==> src/rtl/wb_master_arbiter.sv <==
`default_nettype none
// ============================================================================
// Module : wb_master_arbiter
// Two-master Wishbone B4 pipelined arbiter with a bus watchdog.
// Rev    : 1.0
// ============================================================================
module wb_master_arbiter #(
    parameter int FIXED_PRIORITY = 0,
    parameter int TIMEOUT_CYCLES = 1024
) (
    input  logic        i_clk,
    input  logic        i_rst,
    input  logic        i_m0_cyc,
    input  logic        i_m0_stb,
    input  logic        i_m0_we,
    input  logic [31:0] i_m0_addr,
    input  logic [31:0] i_m0_data,
    input  logic [3:0]  i_m0_sel,
    output logic        o_m0_stall,
    output logic        o_m0_ack,
    output logic        o_m0_err,
    output logic [31:0] o_m0_data,
    input  logic        i_m1_cyc,
    input  logic        i_m1_stb,
    input  logic        i_m1_we,
    input  logic [31:0] i_m1_addr,
    input  logic [31:0] i_m1_data,
    input  logic [3:0]  i_m1_sel,
    output logic        o_m1_stall,
    output logic        o_m1_ack,
    output logic        o_m1_err,
    output logic [31:0] o_m1_data,
    output logic        o_wb_cyc,
    output logic        o_wb_stb,
    output logic        o_wb_we,
    output logic [31:0] o_wb_addr,
    output logic [31:0] o_wb_data,
    output logic [3:0]  o_wb_sel,
    input  logic        i_wb_stall,
    input  logic        i_wb_ack,
    input  logic [31:0] i_wb_data,
    output logic        o_timeout,
    output logic [31:0] o_timeout_addr
);

    typedef enum logic [1:0] {
        S_IDLE  = 2'd0,
        S_GNT0  = 2'd1,
        S_GNT1  = 2'd2,
        S_ABORT = 2'd3
    } state_t;

    localparam logic [15:0] c_term = 16'(TIMEOUT_CYCLES - 1);

    state_t      r_state;
    logic        r_owner;
    logic        r_last;
    logic [15:0] r_cnt;
    logic        r_timeout;
    logic [31:0] r_timeout_addr;

    logic w_gnt;
    logic w_own_cyc;
    logic w_oth_cyc;
    logic w_term;
    logic w_pick;

    assign w_gnt     = (r_state == S_GNT0) || (r_state == S_GNT1);
    assign w_own_cyc = r_owner ? i_m1_cyc : i_m0_cyc;
    assign w_oth_cyc = r_owner ? i_m0_cyc : i_m1_cyc;
    // A master that has already dropped cyc is released, not errored.
    assign w_term    = w_gnt && w_own_cyc && !i_wb_ack && (r_cnt == c_term);
    assign w_pick    = (i_m0_cyc && i_m1_cyc) ? ((FIXED_PRIORITY != 0) ? 1'b0 : ~r_last)
                                              : ~i_m0_cyc;

    always_comb begin
        o_wb_cyc   = 1'b0;
        o_wb_stb   = 1'b0;
        o_wb_we    = 1'b0;
        o_wb_addr  = '0;
        o_wb_data  = '0;
        o_wb_sel   = '0;
        o_m0_stall = 1'b1;
        o_m0_ack   = 1'b0;
        o_m0_err   = 1'b0;
        o_m0_data  = '0;
        o_m1_stall = 1'b1;
        o_m1_ack   = 1'b0;
        o_m1_err   = 1'b0;
        o_m1_data  = '0;
        if (w_gnt) begin
            o_m0_data = i_wb_data;
            o_m1_data = i_wb_data;
            if (r_owner) begin
                o_wb_cyc   = i_m1_cyc;
                o_wb_stb   = i_m1_stb;
                o_wb_we    = i_m1_we;
                o_wb_addr  = i_m1_addr;
                o_wb_data  = i_m1_data;
                o_wb_sel   = i_m1_sel;
                o_m1_stall = i_wb_stall;
                o_m1_ack   = i_wb_ack;
                o_m1_err   = w_term;
            end else begin
                o_wb_cyc   = i_m0_cyc;
                o_wb_stb   = i_m0_stb;
                o_wb_we    = i_m0_we;
                o_wb_addr  = i_m0_addr;
                o_wb_data  = i_m0_data;
                o_wb_sel   = i_m0_sel;
                o_m0_stall = i_wb_stall;
                o_m0_ack   = i_wb_ack;
                o_m0_err   = w_term;
            end
        end
    end

    always_ff @(posedge i_clk) begin
        if (i_rst) begin
            r_state        <= S_IDLE;
            r_owner        <= 1'b0;
            r_last         <= 1'b1;
            r_cnt          <= '0;
            r_timeout      <= 1'b0;
            r_timeout_addr <= '0;
        end else begin
            case (r_state)
                S_IDLE: begin
                    r_cnt <= '0;
                    if (i_m0_cyc || i_m1_cyc) begin
                        r_owner <= w_pick;
                        r_state <= w_pick ? S_GNT1 : S_GNT0;
                    end
                end
                default: begin
                    if (!w_own_cyc) begin
                        // Owner finished: hand straight over if the other master waits.
                        r_last <= r_owner;
                        r_cnt  <= '0;
                        if (w_oth_cyc) begin
                            r_owner <= ~r_owner;
                            r_state <= r_owner ? S_GNT0 : S_GNT1;
                        end else begin
                            r_state <= S_IDLE;
                        end
                    end else if (r_state != S_ABORT) begin
                        if (i_wb_ack) begin
                            r_cnt <= '0;
                        end else if (w_term) begin
                            r_state        <= S_ABORT;
                            r_timeout      <= 1'b1;
                            r_timeout_addr <= o_wb_addr;
                        end else if (r_cnt != 16'hFFFF) begin
                            r_cnt <= r_cnt + 16'd1;
                        end
                    end
                end
            endcase
        end
    end

    assign o_timeout      = r_timeout;
    assign o_timeout_addr = r_timeout_addr;

endmodule
`default_nettype wire

==> config.mk <==
export PLATFORM = sky130hd
export DESIGN_NAME = wb_master_arbiter
export DESIGN_NICKNAME = d
export VERILOG_FILES = /design/src/rtl/wb_master_arbiter.sv
export SDC_FILE = /design/constraint.sdc
export NUM_CORES = 1
export LEC_CHECK = 0
export BUFFER_PORTS_ARGS = -buffer_cell sky130_fd_sc_hd__clkbuf_2
export CAP_MARGIN = 10
export CORE_AREA = 10 10 127 129
export DETAILED_ROUTE_END_ITERATION = 8
export DIE_AREA = 0 0 137 139
export GPL_ROUTABILITY_DRIVEN = 0
export GPL_TIMING_DRIVEN = 0
export PLACE_DENSITY_LB_ADDON = 0.3
export SKIP_CTS_REPAIR_TIMING = 1
export SYNTH_ARGS = -nofsm -noshare
export SYNTH_HDL_FRONTEND = slang
export SYNTH_SLANG_ARGS = --single-unit
==> constraint.sdc <==
create_clock -name i_clk -period 2.9 [get_ports i_clk]
set_input_delay 0.435 -clock i_clk [delete_from_list [all_inputs] [get_ports i_clk]]
set_output_delay 0.435 -clock i_clk [all_outputs]
set_load 0.01 [all_outputs]
==> results.json, run 1 <==
{
  "cp.arrival_ns": 2.30,
  "setup_violations": 0,
  "drv_slew": 0,
  "r2r-start": "r_state[0]",
  "synth.avg_cell_area_um2": 7.778,
  "ys_seq_elements": 53,
  "synth_warnings": 0,
  "core_area_um2": 13670,
  "ys_types": 50,
  "hp-class": "reg2reg",
  "num-nets-final": 1067,
  "syn-num-nets": 712,
  "worstSetupEndpointType": "primary output",
  "synth_edf_count": 0,
  "drv_cap": 0,
  "rows": 43,
  "syn2layout_area_growth_pct": 52.44,
  "antenna_found_initial": 0,
  "hold_start": "o_timeout_addr[24]",
  "insertion_delay_ns": 0.30,
  "powerDensity_nw_per_um2": 518.9,
  "wl_um": 19220,
  "die_w_um": 137,
  "path_buf_inv": 4,
  "period_share": 0.9429,
  "grt_setup_unrepaired": "true",
  "min_delay_path_depth": 2,
  "status": "finished clean",
  "register_area_um2": 1062,
  "max_freq_mhz": 365.7,
  "grt_pass1_vias": 5157,
  "grt_usage": 0.1913,
  "netlist_area_um2": 4130,
  "synthFlopType": "dfxtp_1",
  "p_leak_nw": 3.107,
  "maxSlewHeadroom": 0.5154,
  "clock_sinks": 53,
  "tightest_slew_ns": 0.7209,
  "viasPerCell": 4.639,
  "period_needed_ns": 2.734,
  "cp_max_fo": 10,
  "grt_pass1_wl_um": 29030,
  "worst_hold_slack_ns": 0.4502,
  "dieArea_um2": 19040,
  "crit_type": "reg2out",
  "worstPathCellList": "ha_2 -> and3_1 -> clkbuf_2 -> and4_1 -> and3_1 -> buf_6 -> buf_2 -> and3_1 -> clkbuf_2",
  "finalClockSkew_ns": 0.004480,
  "drive_gt1_frac": 0.4690,
  "hold_path_end": "o_timeout_addr[24]",
  "async_flop_share": 0,
  "cpLargestDelayFamily": "simple AND/OR/NAND/NOR gates",
  "cts_tree": "done",
  "ys_seq_area_frac": 0.2569,
  "reg2reg_to": "o_timeout_addr[10]",
  "slowest_stage": "dfxtp_1",
  "required_ns": 2.47,
  "fin_tns_setup_ns": 0,
  "start_kind": "register",
  "multi_input_area_um2": 2597,
  "grt_overflow": 0,
  "pin_count": 352,
  "syn-instance-count": 531,
  "drc": 0,
  "dr.pass1.iters": 6,
  "grt_max_degree": 19,
  "dr.first_iter.drc_count": 234,
  "clockBufferDepth": 2,
  "place_hpwl_um": 16660,
  "hold_violations": 0,
  "cp_slowest_stage_delay_ns": 0.40,
  "layout_common_cells": "clkbuf_2, nand2_1, mux2i_1, nor2b_1, dfxtp_1",
  "routedWlPerCell_um": 18.02,
  "path_common_cell": "and3_1",
  "diodes": 0,
  "cts_made_buffers": 5,
  "port_buffers": 349,
  "ir_drop_uv": 238.1,
  "regToRegSetupSlack_ns": 0.36,
  "root_buffer": "clkbuf_16",
  "detail-route-antenna-nets": 0,
  "fp.dieH_um": 139,
  "start_util": 0.3022,
  "fillCellCount": 1457,
  "r2r_cells": 8,
  "num_vias": 4950,
  "final_common_cell": "clkbuf_2",
  "cts-htree-levels": 2,
  "clk_pin_slew_ns": 0.07
}
cells by family (layout without fill, tap and decap cells):
family / after synthesis / count (layout) / synth area share
AO/OA/AOI/OAI: 81 / 81 / 0.1294
adder cells (fa/ha/maj): 3 / 3 / 0.009089
buffers and inverters: 85 / 441 / 0.1166
flip-flops: 53 / 53 / 0.2569
multiplexers: 71 / 71 / 0.1730
AND/OR/NAND/NOR: 238 / 238 / 0.3151
synth_stat cells, types with 3 or more instances:
cell	n	area share
a21oi_1	36	0.044
clkbuf_1	37	0.034
nor2b_1	71	0.11
o211ai_1	3	0.0055
nor4_1	3	0.0045
or3_1	3	0.0045
and3_1	7	0.011
inv_1	6	0.0055
buf_6	5	0.014
o31ai_1	3	0.0055
o311ai_0	9	0.019
buf_2	3	0.0036
nand4_1	3	0.0045
nor3b_1	3	0.0055
nor2_1	13	0.012
o41ai_1	8	0.017
mux2i_1	70	0.17
and2_1	33	0.050
dfxtp_1	53	0.26
ha_1	3	0.0091
and4_1	4	0.0085
nor3_1	6	0.0073
a31oi_1	5	0.0076
nand2_1	73	0.066
nand3_1	7	0.0085
o21ai_0	4	0.0048
buf_4	32	0.058
registers in the layout, indices dropped and copies added (netlist names):
register	flops
r_cnt	16
r_last	1
o_timeout	1
r_state	2
r_owner	1
o_timeout_addr	32
worst min-delay path, delay by kind of cell (launching register included):
kind | cells | cell delay (ns)
and+or+nand+nor | 1 | 0.05
DFF | 1 | 0.31
AOI/OAI and AO/OA | 1 | 0.05
layer usage:
metal,up-vias,track usage,wire length [um],share of wire
met1,2215,0.2191,7561,0.39
li1,2519,-,-,-
met2,200,0.3322,9748,0.51
met5,-,0,0,0
met3,16,0.06993,1706,0.089
met4,0,0.03385,208,0.011
metrics by stage:
| step | cells | utilization | cell area (um^2) | total power (W) | worst slack, ns |
|---|---|---|---|---|---|
| after floorplan | 531 | - | 4130 | 0.001784 | 0.7087 |
| after global placement | 1060 | 0.4465 | 6102 | 0.002582 | 0.04199 |
| after detailed placement | 1060 | 0.4465 | 6102 | 0.002586 | -0.001953 |
| after CTS | 1068 | 0.4593 | 6277 | 0.003308 | -0.3407 |
| after global routing | 1067 | 0.4607 | 6296 | 0.003475 | -0.006181 |
| final | 1067 | 0.4607 | 6296 | 0.003267 | 0.1656 |
where the power goes:
group / switching [W] / internal (W)
logic: 0.000988 / 0.000817
registers: 0.00000983 / 0.000738
clock network: 0.000298 / 0.000416
worst max-delay path by stage:
stage / startpoint / to / cells after the start
6_report: r_cnt[1] / o_m1_err / 9
5_1_grt: r_state[0] / o_m1_data[8] / 8
4_1_cts: r_state[0] / o_wb_sel[2] / 7
3_5_place_dp: r_state[0] / o_wb_sel[2] / 7
3_3_place_gp: r_state[0] / o_wb_sel[2] / 7
2_1_floorplan: r_cnt[0] / r_cnt[5] / 9
area by class of cell:
cell class | instances | area share
buffer | 78 | 0.07413
tap | 180 | 0.03577
multi-input combinational | 393 | 0.4126
inverter | 6 | 0.003577
clock inverter | 3 | 0.007949
clock buffer | 5 | 0.01987
timing repair buffer | 349 | 0.2774
sequential | 53 | 0.1687
Note: power is estimated with default switching activity, not from simulation.
==> inputs of run 2 (changes only) <==
==> constraint.sdc (replaced) <==
create_clock -name i_clk -period 2.9 [get_ports i_clk]
set_input_delay 0.435 -clock i_clk [delete_from_list [all_inputs] [get_ports i_clk]]
set_output_delay 0.435 -clock i_clk [all_outputs]
set_load 0.02 [all_outputs]
==> results.json, run 2 (synthesized netlist as in run 1, its figures left out) <==
{
  "ir_drop_uv": 240.0,
  "clk_pin_slew_ns": 0.07,
  "wl_um": 19240,
  "fp.dieH_um": 139,
  "cp_slowest_stage_delay_ns": 0.40,
  "root_buffer": "clkbuf_16",
  "path_common_cell": "and3_1",
  "grt_setup_unrepaired": "false",
  "syn2layout_area_growth_pct": 52.65,
  "clockBufferDepth": 2,
  "worst_hold_slack_ns": 0.4502,
  "viasPerCell": 4.644,
  "routedWlPerCell_um": 18.02,
  "insertion_delay_ns": 0.30,
  "antenna_found_initial": 0,
  "drive_gt1_frac": 0.4730,
  "tightest_slew_ns": 0.7283,
  "hold_start": "o_timeout_addr[24]",
  "detail-route-antenna-nets": 0,
  "hold_path_end": "o_timeout_addr[24]",
  "worstSetupEndpointType": "primary output",
  "grt_usage": 0.1913,
  "port_buffers": 349,
  "slowest_stage": "dfxtp_1",
  "start_kind": "register",
  "placedCellCount": 1060,
  "powerDensity_nw_per_um2": 571.7,
  "setup_violations": 0,
  "final_common_cell": "clkbuf_2",
  "reg2reg_to": "o_timeout_addr[10]",
  "pin_count": 352,
  "grt_max_degree": 19,
  "dieArea_um2": 19040,
  "die_w_um": 137,
  "drv_slew": 0,
  "layoutNonFillerInstCount": 1068,
  "fillCellCount": 1455,
  "grt_pass1_vias": 5157,
  "required_ns": 2.47,
  "start_util": 0.3022,
  "drc": 0,
  "r2r-start": "r_state[0]",
  "hp-class": "reg2reg",
  "crit_type": "reg2out",
  "max_freq_mhz": 359.6,
  "layout_common_cells": "clkbuf_2, nand2_1, mux2i_1, nor2b_1, dfxtp_1",
  "dr.first_iter.drc_count": 188,
  "num-nets-final": 1068,
  "grt_overflow": 0,
  "period_needed_ns": 2.781,
  "cp_max_fo": 10,
  "regToRegSetupSlack_ns": 0.35,
  "core_area_um2": 13670,
  "largest_register_ffs": 32,
  "status": "finished clean",
  "place_hpwl_um": 16660,
  "num_vias": 4960,
  "cts_made_buffers": 5,
  "register_area_um2": 1062,
  "cpLargestDelayFamily": "simple AND/OR/NAND/NOR gates",
  "cts-htree-levels": 2,
  "rows": 43,
  "dpl_cell_area_um2": 6102,
  "post-route-cell-area_um2": 6305,
  "path_buf_inv": 4,
  "clock_sinks": 53,
  "cp.arrival_ns": 2.35,
  "period_share": 0.9589,
  "drv_cap": 0,
  "multi_input_area_um2": 2597,
  "p_leak_nw": 3.120,
  "dr.pass1.iters": 5,
  "diodes": 0,
  "cts_tree": "done",
  "min_delay_path_depth": 2,
  "hold_violations": 0,
  "grt_pass1_wl_um": 29030,
  "maxSlewHeadroom": 0.5104,
  "finalClockSkew_ns": 0.004395,
  "worstPathCellList": "ha_2 -> and3_1 -> clkbuf_2 -> and4_1 -> and3_1 -> buf_6 -> buf_2 -> and3_1 -> clkbuf_2",
  "r2r_cells": 8
}
==> run 2: changes by cell type in the layout (fill, tap and decap cells not counted) <==
cell,change
buf_1,-1
clkbuf_1,-2
clkbuf_2,+4
==> run 2: routing by layer <==
metal,track usage,wire (um),up-vias
met5,0,0,-
met4,0.03385,208,0
met1,0.2191,7559,2220
li1,-,-,2523
met3,0.06993,1693,16
met2,0.3322,9781,201
==> run 2: how the worst max path moves through the flow <==
stage                     from            end  slack, ns  depth (start not counted)
global placement    r_state[0]    o_wb_sel[2]      0.005                          7
floorplan             i_m1_cyc       o_m0_err       0.55                          7
global route        r_state[0]  o_m1_data[27]     0.0005                          8
finish                r_cnt[1]       o_m1_err       0.12                          9
detailed placement  r_state[0]    o_wb_sel[2]      -0.04                          7
CTS                 r_state[0]    o_wb_sel[2]      -0.38                          7
==> run 2: where the power goes <==
part | internal [W] | switching, W | leakage, nW | total (W)
Sequential | 0.000738 | 0.00000988 | 0.428 | 0.000748
Combinational | 0.000822 | 0.00132 | 2.61 | 0.00214
Clock | 0.000416 | 0.000300 | 0.0859 | 0.000716
==> run 2: final cells by class <==
class / count / area share
timing repair buffer: 349 / 0.2770
tap: 180 / 0.03572
buffer: 79 / 0.07541
multi-input combinational: 393 / 0.4120
clock buffer: 5 / 0.01985
sequential: 53 / 0.1685
inverter: 6 / 0.003572
clock inverter: 3 / 0.007938
==> run 2: metrics by stage <==
stage	utilization	total power (W)	setup slack, ns	TNS (ns)
after floorplan	-	0.002120	0.5472	0
after global placement	0.4465	0.002913	0.005434	0
after detailed placement	0.4465	0.002917	-0.03851	-0.03851
after CTS	0.4593	0.003639	-0.3772	-19.69
after global routing	0.4614	0.003811	0.0005433	0
final	0.4614	0.003604	0.1192	0
==> run 2: worst min-delay path, stage by stage, from the launching register on <==
cell and delay [ns]:
dfxtp_1 0.31, nand2_1 0.05, a21oi_1 0.05
